[config.mk]
export PLATFORM = sky130hd
export DESIGN_NAME = vm2002_credit
export DESIGN_NICKNAME = d
export VERILOG_FILES = /design/src/rtl/vm2002_credit.sv
export SDC_FILE = /design/constraint.sdc
export NUM_CORES = 1
export LEC_CHECK = 0
export CAP_MARGIN = 20
export CORE_ASPECT_RATIO = 0.6
export CORE_MARGIN = 2
export CORE_UTILIZATION = 40
export DETAILED_ROUTE_END_ITERATION = 16
export HOLD_SLACK_MARGIN = 0.03
export PLACE_DENSITY = 0.67
export SLEW_MARGIN = 20
export SYNTH_ARGS = -nofsm -noshare
export SYNTH_HDL_FRONTEND = slang
export SYNTH_SLANG_ARGS = --single-unit
[constraint.sdc]
create_clock -name clk -period 12.7 [get_ports clk]
set_input_delay 2.54 -clock clk [delete_from_list [all_inputs] [get_ports clk]]
set_output_delay 2.54 -clock clk [all_outputs]
set_load 0.03 [all_outputs]
[src/rtl/vm2002_credit.sv]
// Coin credit accumulator for the vm2002 vending machine: coin edge detect, debit grant/deny, coin-per-cycle refund.
// Optional idle auto-refund is enabled by defining VM2002_CREDIT_AUTOREFUND_EN.
module vm2002_credit #(
   parameter logic [15:0] MAX_CREDIT   = 16'd500,
   parameter logic [31:0] IDLE_TIMEOUT = 32'd1000
) (
   input  logic        clk,
   input  logic        rst,
   input  logic [1:0]  coins,
   input  logic        cancel,
   input  logic        debit_req,
   input  logic [7:0]  debit_amt,
   output logic [15:0] credit,
   output logic        debit_ack,
   output logic        debit_nack,
   output logic        coin_return,
   output logic        change_valid,
   output logic [1:0]  change_coin,
   output logic        refund_done
);

   localparam int unsigned CW = 16;
   localparam int unsigned XW = CW + 1;
   localparam int unsigned TW = 32;

   localparam logic [1:0] COIN_NONE    = 2'b00;
   localparam logic [1:0] COIN_NICKEL  = 2'b01;
   localparam logic [1:0] COIN_DIME    = 2'b10;
   localparam logic [1:0] COIN_QUARTER = 2'b11;

   typedef enum logic {IDLE, REFUND} state_t;

   state_t        state, state_n;
   logic [1:0]    prev_coin;
   logic [CW-1:0] credit_n;
   logic          debit_ack_n, debit_nack_n, coin_return_n;
   logic          change_valid_n, refund_done_n;
   logic [1:0]    change_coin_n;

   logic          coin_ins;
   logic [CW-1:0] coin_val;
   logic          coin_fits;
   logic          timeout_hit;

   // Insertion is a 00 -> non-zero transition of the sampled coin code
   assign coin_ins  = (coins != COIN_NONE) && (prev_coin == COIN_NONE);
   assign coin_fits = (XW'(credit) + XW'(coin_val)) <= XW'(MAX_CREDIT);

   always_comb begin
      coin_val = '0;
      case (coins)
         COIN_NICKEL:  coin_val = CW'(5);
         COIN_DIME:    coin_val = CW'(10);
         COIN_QUARTER: coin_val = CW'(25);
         default:      coin_val = '0;
      endcase
   end

`ifdef VM2002_CREDIT_AUTOREFUND_EN
   logic [TW-1:0] idle_cnt, idle_cnt_n;

   assign timeout_hit = (state == IDLE) && (credit != '0) && (idle_cnt == IDLE_TIMEOUT);

   // Counts quiet IDLE cycles while money is held; any user activity restarts it
   always_comb begin
      idle_cnt_n = idle_cnt + TW'(1);
      if (state != IDLE || credit == '0 || coin_ins || debit_req || cancel || timeout_hit)
         idle_cnt_n = '0;
   end

   always_ff @(posedge clk or posedge rst) begin
      if (rst)
         idle_cnt <= '0;
      else
         idle_cnt <= idle_cnt_n;
   end
`else
   logic unused_idle_timeout;

   assign timeout_hit         = 1'b0;
   assign unused_idle_timeout = ^IDLE_TIMEOUT;
`endif

   // Next-state and next-output logic
   always_comb begin
      state_n        = state;
      credit_n       = credit;
      debit_ack_n    = 1'b0;
      debit_nack_n   = 1'b0;
      coin_return_n  = 1'b0;
      change_valid_n = 1'b0;
      change_coin_n  = COIN_NONE;
      refund_done_n  = 1'b0;

      case (state)
         IDLE: begin
            // Coin checked against pre-debit credit, debit against pre-coin credit
            debit_ack_n   = debit_req && !(cancel || timeout_hit) && (credit >= CW'(debit_amt));
            debit_nack_n  = debit_req && !debit_ack_n;
            coin_return_n = coin_ins && !coin_fits;
            credit_n      = CW'(XW'(credit)
                                + ((coin_ins && coin_fits) ? XW'(coin_val) : XW'(0))
                                - (debit_ack_n ? XW'(debit_amt) : XW'(0)));
            if (cancel || timeout_hit)
               state_n = REFUND;
         end

         REFUND: begin
            coin_return_n = coin_ins;
            debit_nack_n  = debit_req;
            if (credit >= CW'(25)) begin
               change_valid_n = 1'b1;
               change_coin_n  = COIN_QUARTER;
               credit_n       = credit - CW'(25);
            end else if (credit >= CW'(10)) begin
               change_valid_n = 1'b1;
               change_coin_n  = COIN_DIME;
               credit_n       = credit - CW'(10);
            end else if (credit >= CW'(5)) begin
               change_valid_n = 1'b1;
               change_coin_n  = COIN_NICKEL;
               credit_n       = credit - CW'(5);
            end else begin
               // Sub-nickel residue cannot be dispensed and is forfeited
               credit_n      = '0;
               refund_done_n = 1'b1;
               state_n       = IDLE;
            end
         end

         default: state_n = IDLE;
      endcase
   end

   always_ff @(posedge clk or posedge rst) begin
      if (rst) begin
         state        <= IDLE;
         prev_coin    <= COIN_NONE;
         credit       <= '0;
         debit_ack    <= 1'b0;
         debit_nack   <= 1'b0;
         coin_return  <= 1'b0;
         change_valid <= 1'b0;
         change_coin  <= COIN_NONE;
         refund_done  <= 1'b0;
      end else begin
         state        <= state_n;
         prev_coin    <= coins;
         credit       <= credit_n;
         debit_ack    <= debit_ack_n;
         debit_nack   <= debit_nack_n;
         coin_return  <= coin_return_n;
         change_valid <= change_valid_n;
         change_coin  <= change_coin_n;
         refund_done  <= refund_done_n;
      end
   end

endmodule

==> impl_metrics.yaml <==
synthesis:
  post_syn_instances: 456
  netlist-cell-type-count: 71
  yosys.cell_count.top_type: "sky130_fd_sc_hd__ha_1"
  post_synthesis_sequential_area_ratio_pct: 17.5
  synth_edf_count: 0
  post_synth_instance_area_sq_mm: 0.00372
  synth_top_family_by_area: "compound AO/OA/AOI/OAI gates"
  commonest_cells_in_the_synthesized_netlist: "54 x sky130_fd_sc_hd__ha_1, 42 x sky130_fd_sc_hd__inv_1, 33 x sky130_fd_sc_hd__nand2_1"
  yosys.area.top_type_share_pct: 18.2
  synth_area_leader_cell: "sky130_fd_sc_hd__ha_1"
  ys.warnings.count: 0
  post_synth.cell_area_avg_sq_um: 8.15
  synth_compound_area_share_pct: 25.9
  synth.area.top_cells: "sky130_fd_sc_hd__ha_1 18%, sky130_fd_sc_hd__dfrtp_1 18%, sky130_fd_sc_hd__inv_1 4.2%"
  synth_xor_area_share_pct: 5.89
  yosys_register_bits: 26
  synth_mux_area_share_pct: 0.842
  synth_ff_type: "sky130_fd_sc_hd__dfrtp_1"
  synth_simple_gate_area_share_pct: 21.3
  synth-adder-area-share_pct: 21.4
  synth-async-reset-ratio_pct: 100
  postSynthNetCount: 530
drt:
  totalWireLength_um: 11500
  detail-route-antenna-nets: 0
  drc: 0
  detailroute.via_count: 3602
  detail_route.wl_per_cell_um: 19.1
  avgViaCountPerCell: 6.00
  drtIter0Drc: 390
  firstDrtPassIters: 5
timing:
  unrepaired_setup_endpoints_after_global_routing: "no"
  setup-violations-final: 0
  setup-tns-final_ns: 0
  maxClockFrequency_mhz: 121
  hold_viol: 0
  timing.max_slew.rel_slack_pct: 41.5
  timing.final.max_slew_violations: 0
  ratio_of_final_minimum_period_to_clock_period_pct: 65.3
  finalClockSkew_ns: 0.00853
  slew_at_the_pin_with_the_worst_max_slew_slack_ns: 0.876
  period_minus_slack_ns: 8.29
floorplanning:
  floorplan.io_pins: 37
  placeable_core_region_sq_mm: 0.00909
  die_height_um: 78.7
  dieWidth_um: 128
  dieArea_sq_mm: 0.0101
  initial_utilization_pct: 40.9
  rows: 27
final_layout:
  n_antenna_cell: 0
  multi_input_area_sq_mm: 0.00280
  filler_cell_count: 899
  layout-area-overhead-vs-synth_pct: 13.6
  share_of_layout_cells_above_drive_strength_1_pct: 5.58
  regArea_sq_um: 651
  fin_nets: 559
setup_path:
  critPathKind: "primary input to register"
  critical_path_peak_fanout: 9
  critical_path.startpoint_type: "primary input"
  worst-r2r-cell-count: 18
  worstPathRequired_ns: 12.90
  cp_data_arrival_time_ns: 8.49
  rrSetupSlack_ns: 6.61
  worst_r2r_src: "credit[9]$_DFF_PP0_"
  ff_to_ff_end: "credit[15]$_DFF_PP0_"
  setup.worst_path.end_class: "register"
  cp-startpoint: "coins[1]"
placed_design:
  gp_routability_congestion: 0.886
  detailedPlacementHpwl_um: 8890
  place.port_buffers: 36
clocking:
  clock_path_buffers: 2
  clock_sinks: 26
  source_to_sink_clock_delay_at_the_later_pin_of_the_worst_skew_pair_ns: 0.28
  htree_levels: 1
  clk_root_buffer_cell: "sky130_fd_sc_hd__clkbuf_16"
  postCtsSetupBuffers: 0
  worst_setup_hold_path_clk_slew_ns: 0.08
  numCtsBuffers: 3
  cts.hold.buffers_added: 0
  clock_tree_from_tritoncts: "built"
  post_cts_resized: 0
global_routing:
  grt_pass1_vias: 3283
  grt_first_pass_wirelength_um: 17700
  antenna_violations_before_repair: 0
  overflow: 0
  grt_usage_pct: 22.7
  grt_start_max_net_pins: 34
min_path:
  hold_start: "prev_coin[0]$_DFF_PP0_"
  holdPathEnd: "coin_return$_DFF_PP0_"
  min_delay_path_depth: 3
  worst_hold_path_type: "register to register"
run_status:
  run_status: "complete, no violations"
flow_run:
  cap_viol_max_count: 0
## cell families (layout without fill, tap and decap cells)
kind of cell	Yosys count	after routing
and+or+nand+nor	147	147
xor gates and xnor gates	25	25
AOI/OAI and AO/OA	138	138
DFF	26	26
adders and majority gates	60	60
muxes	3	3
buffers and inverters	57	85
## metal layers
layer | share of wire [%] | GRT usage, % | routed length, um | vias up
met2 | 38 | 30.7 | 4350 | 177
met1 | 50 | 36.4 | 5750 | 1683
met5 | 0 | 0 | 0 | -
met4 | 0.95 | 2.64 | 109 | 0
li1 | - | - | - | 1723
met3 | 11 | 5.39 | 1260 | 19
## placed cells by master, fill, tap and decap left out, types with 3 or more instances in the layout
master,synthesis,routed
sky130_fd_sc_hd__nor2_1,30,30
sky130_fd_sc_hd__nor2b_1,3,3
sky130_fd_sc_hd__a31oi_1,12,12
sky130_fd_sc_hd__ha_1,54,54
sky130_fd_sc_hd__a2111oi_0,3,3
sky130_fd_sc_hd__or3_1,3,3
sky130_fd_sc_hd__a21oi_1,24,24
sky130_fd_sc_hd__nand3b_1,7,7
sky130_fd_sc_hd__nand3_1,12,12
sky130_fd_sc_hd__o211ai_1,7,7
sky130_fd_sc_hd__o31ai_1,3,3
sky130_fd_sc_hd__nor4_1,7,7
sky130_fd_sc_hd__o21a_1,4,4
sky130_fd_sc_hd__nand2_1,33,33
sky130_fd_sc_hd__and3_2,3,3
sky130_fd_sc_hd__a21o_1,7,7
sky130_fd_sc_hd__and2_1,8,8
sky130_fd_sc_hd__nor3_1,18,18
sky130_fd_sc_hd__xnor2_1,18,18
sky130_fd_sc_hd__clkdlybuf4s50_1,0,36
sky130_fd_sc_hd__xor2_1,7,7
sky130_fd_sc_hd__clkbuf_16,0,3
sky130_fd_sc_hd__o22ai_1,3,3
sky130_fd_sc_hd__o221ai_1,3,3
sky130_fd_sc_hd__inv_1,42,41
sky130_fd_sc_hd__o21ai_0,27,27
sky130_fd_sc_hd__nand2b_1,9,9
sky130_fd_sc_hd__fa_1,6,6
sky130_fd_sc_hd__a211oi_1,5,5
sky130_fd_sc_hd__dfrtp_1,26,26
sky130_fd_sc_hd__o21bai_1,4,4
## worst max-delay path, cell delays in order
cell	delay, ns
sky130_fd_sc_hd__clkdlybuf4s50_1	0.64
sky130_fd_sc_hd__nor2b_1	0.29
sky130_fd_sc_hd__fa_1	0.26
sky130_fd_sc_hd__a21o_1	0.14
sky130_fd_sc_hd__a21boi_0	0.14
sky130_fd_sc_hd__or3_1	0.39
sky130_fd_sc_hd__o31ai_1	0.25
sky130_fd_sc_hd__o221ai_1	0.21
sky130_fd_sc_hd__a211oi_2	0.39
sky130_fd_sc_hd__nand3b_1	0.18
sky130_fd_sc_hd__fa_1	0.57
sky130_fd_sc_hd__inv_1	0.06
sky130_fd_sc_hd__ha_1	0.30
sky130_fd_sc_hd__a211oi_1	0.34
sky130_fd_sc_hd__o21bai_1	0.17
sky130_fd_sc_hd__nand4_1	0.18
sky130_fd_sc_hd__a2111oi_0	0.12
sky130_fd_sc_hd__a2111oi_1	0.78
sky130_fd_sc_hd__a2111oi_0	0.28
sky130_fd_sc_hd__a211oi_2	0.25
## stage by stage
stage / hold WS, ns / area [sq um] / utilization (%) / instances / worst slack (ns)
2_1_floorplan: 0.537 / 3720 / - / 456 / 5.84
3_3_place_gp: 0.609 / 4130 / 45.5 / 596 / 4.60
3_5_place_dp: 0.606 / 4130 / 45.5 / 596 / 4.27
4_1_cts: 0.624 / 4220 / 46.5 / 600 / 4.51
5_1_grt: 0.659 / 4220 / 46.5 / 600 / 4.14
6_report: 0.624 / 4220 / 46.5 / 600 / 4.41
## state kept, by name, indices dropped and copies added, names as in the netlist
signal	cells
prev_coin	2
change_valid	1
refund_done	1
debit_ack	1
coin_return	1
credit	16
debit_nack	1
state	1
change_coin	2
## final cells by class
type / instances / area share, %
repair buffers: 38 / 8.89
flip-flops and latches: 26 / 15.4
multi-input cells: 373 / 66.3
well taps: 116 / 3.44
inverters: 43 / 3.82
clock buffers: 4 / 2.10
## worst max path at each step
stage / endpoint / slack (ns) / cells past startpoint
global placement: credit[15]$_DFF_PP0_ / 4.60 / 20
detailed placement: credit[15]$_DFF_PP0_ / 4.27 / 20
CTS: credit[15]$_DFF_PP0_ / 4.51 / 20
floorplan: credit[15]$_DFF_PP0_ / 5.84 / 19
global route: credit[15]$_DFF_PP0_ / 4.14 / 20
finish: credit[15]$_DFF_PP0_ / 4.41 / 20
Power is not shown: default switching activity piles up to over one toggle a cycle in this logic, so the estimate is an artifact.
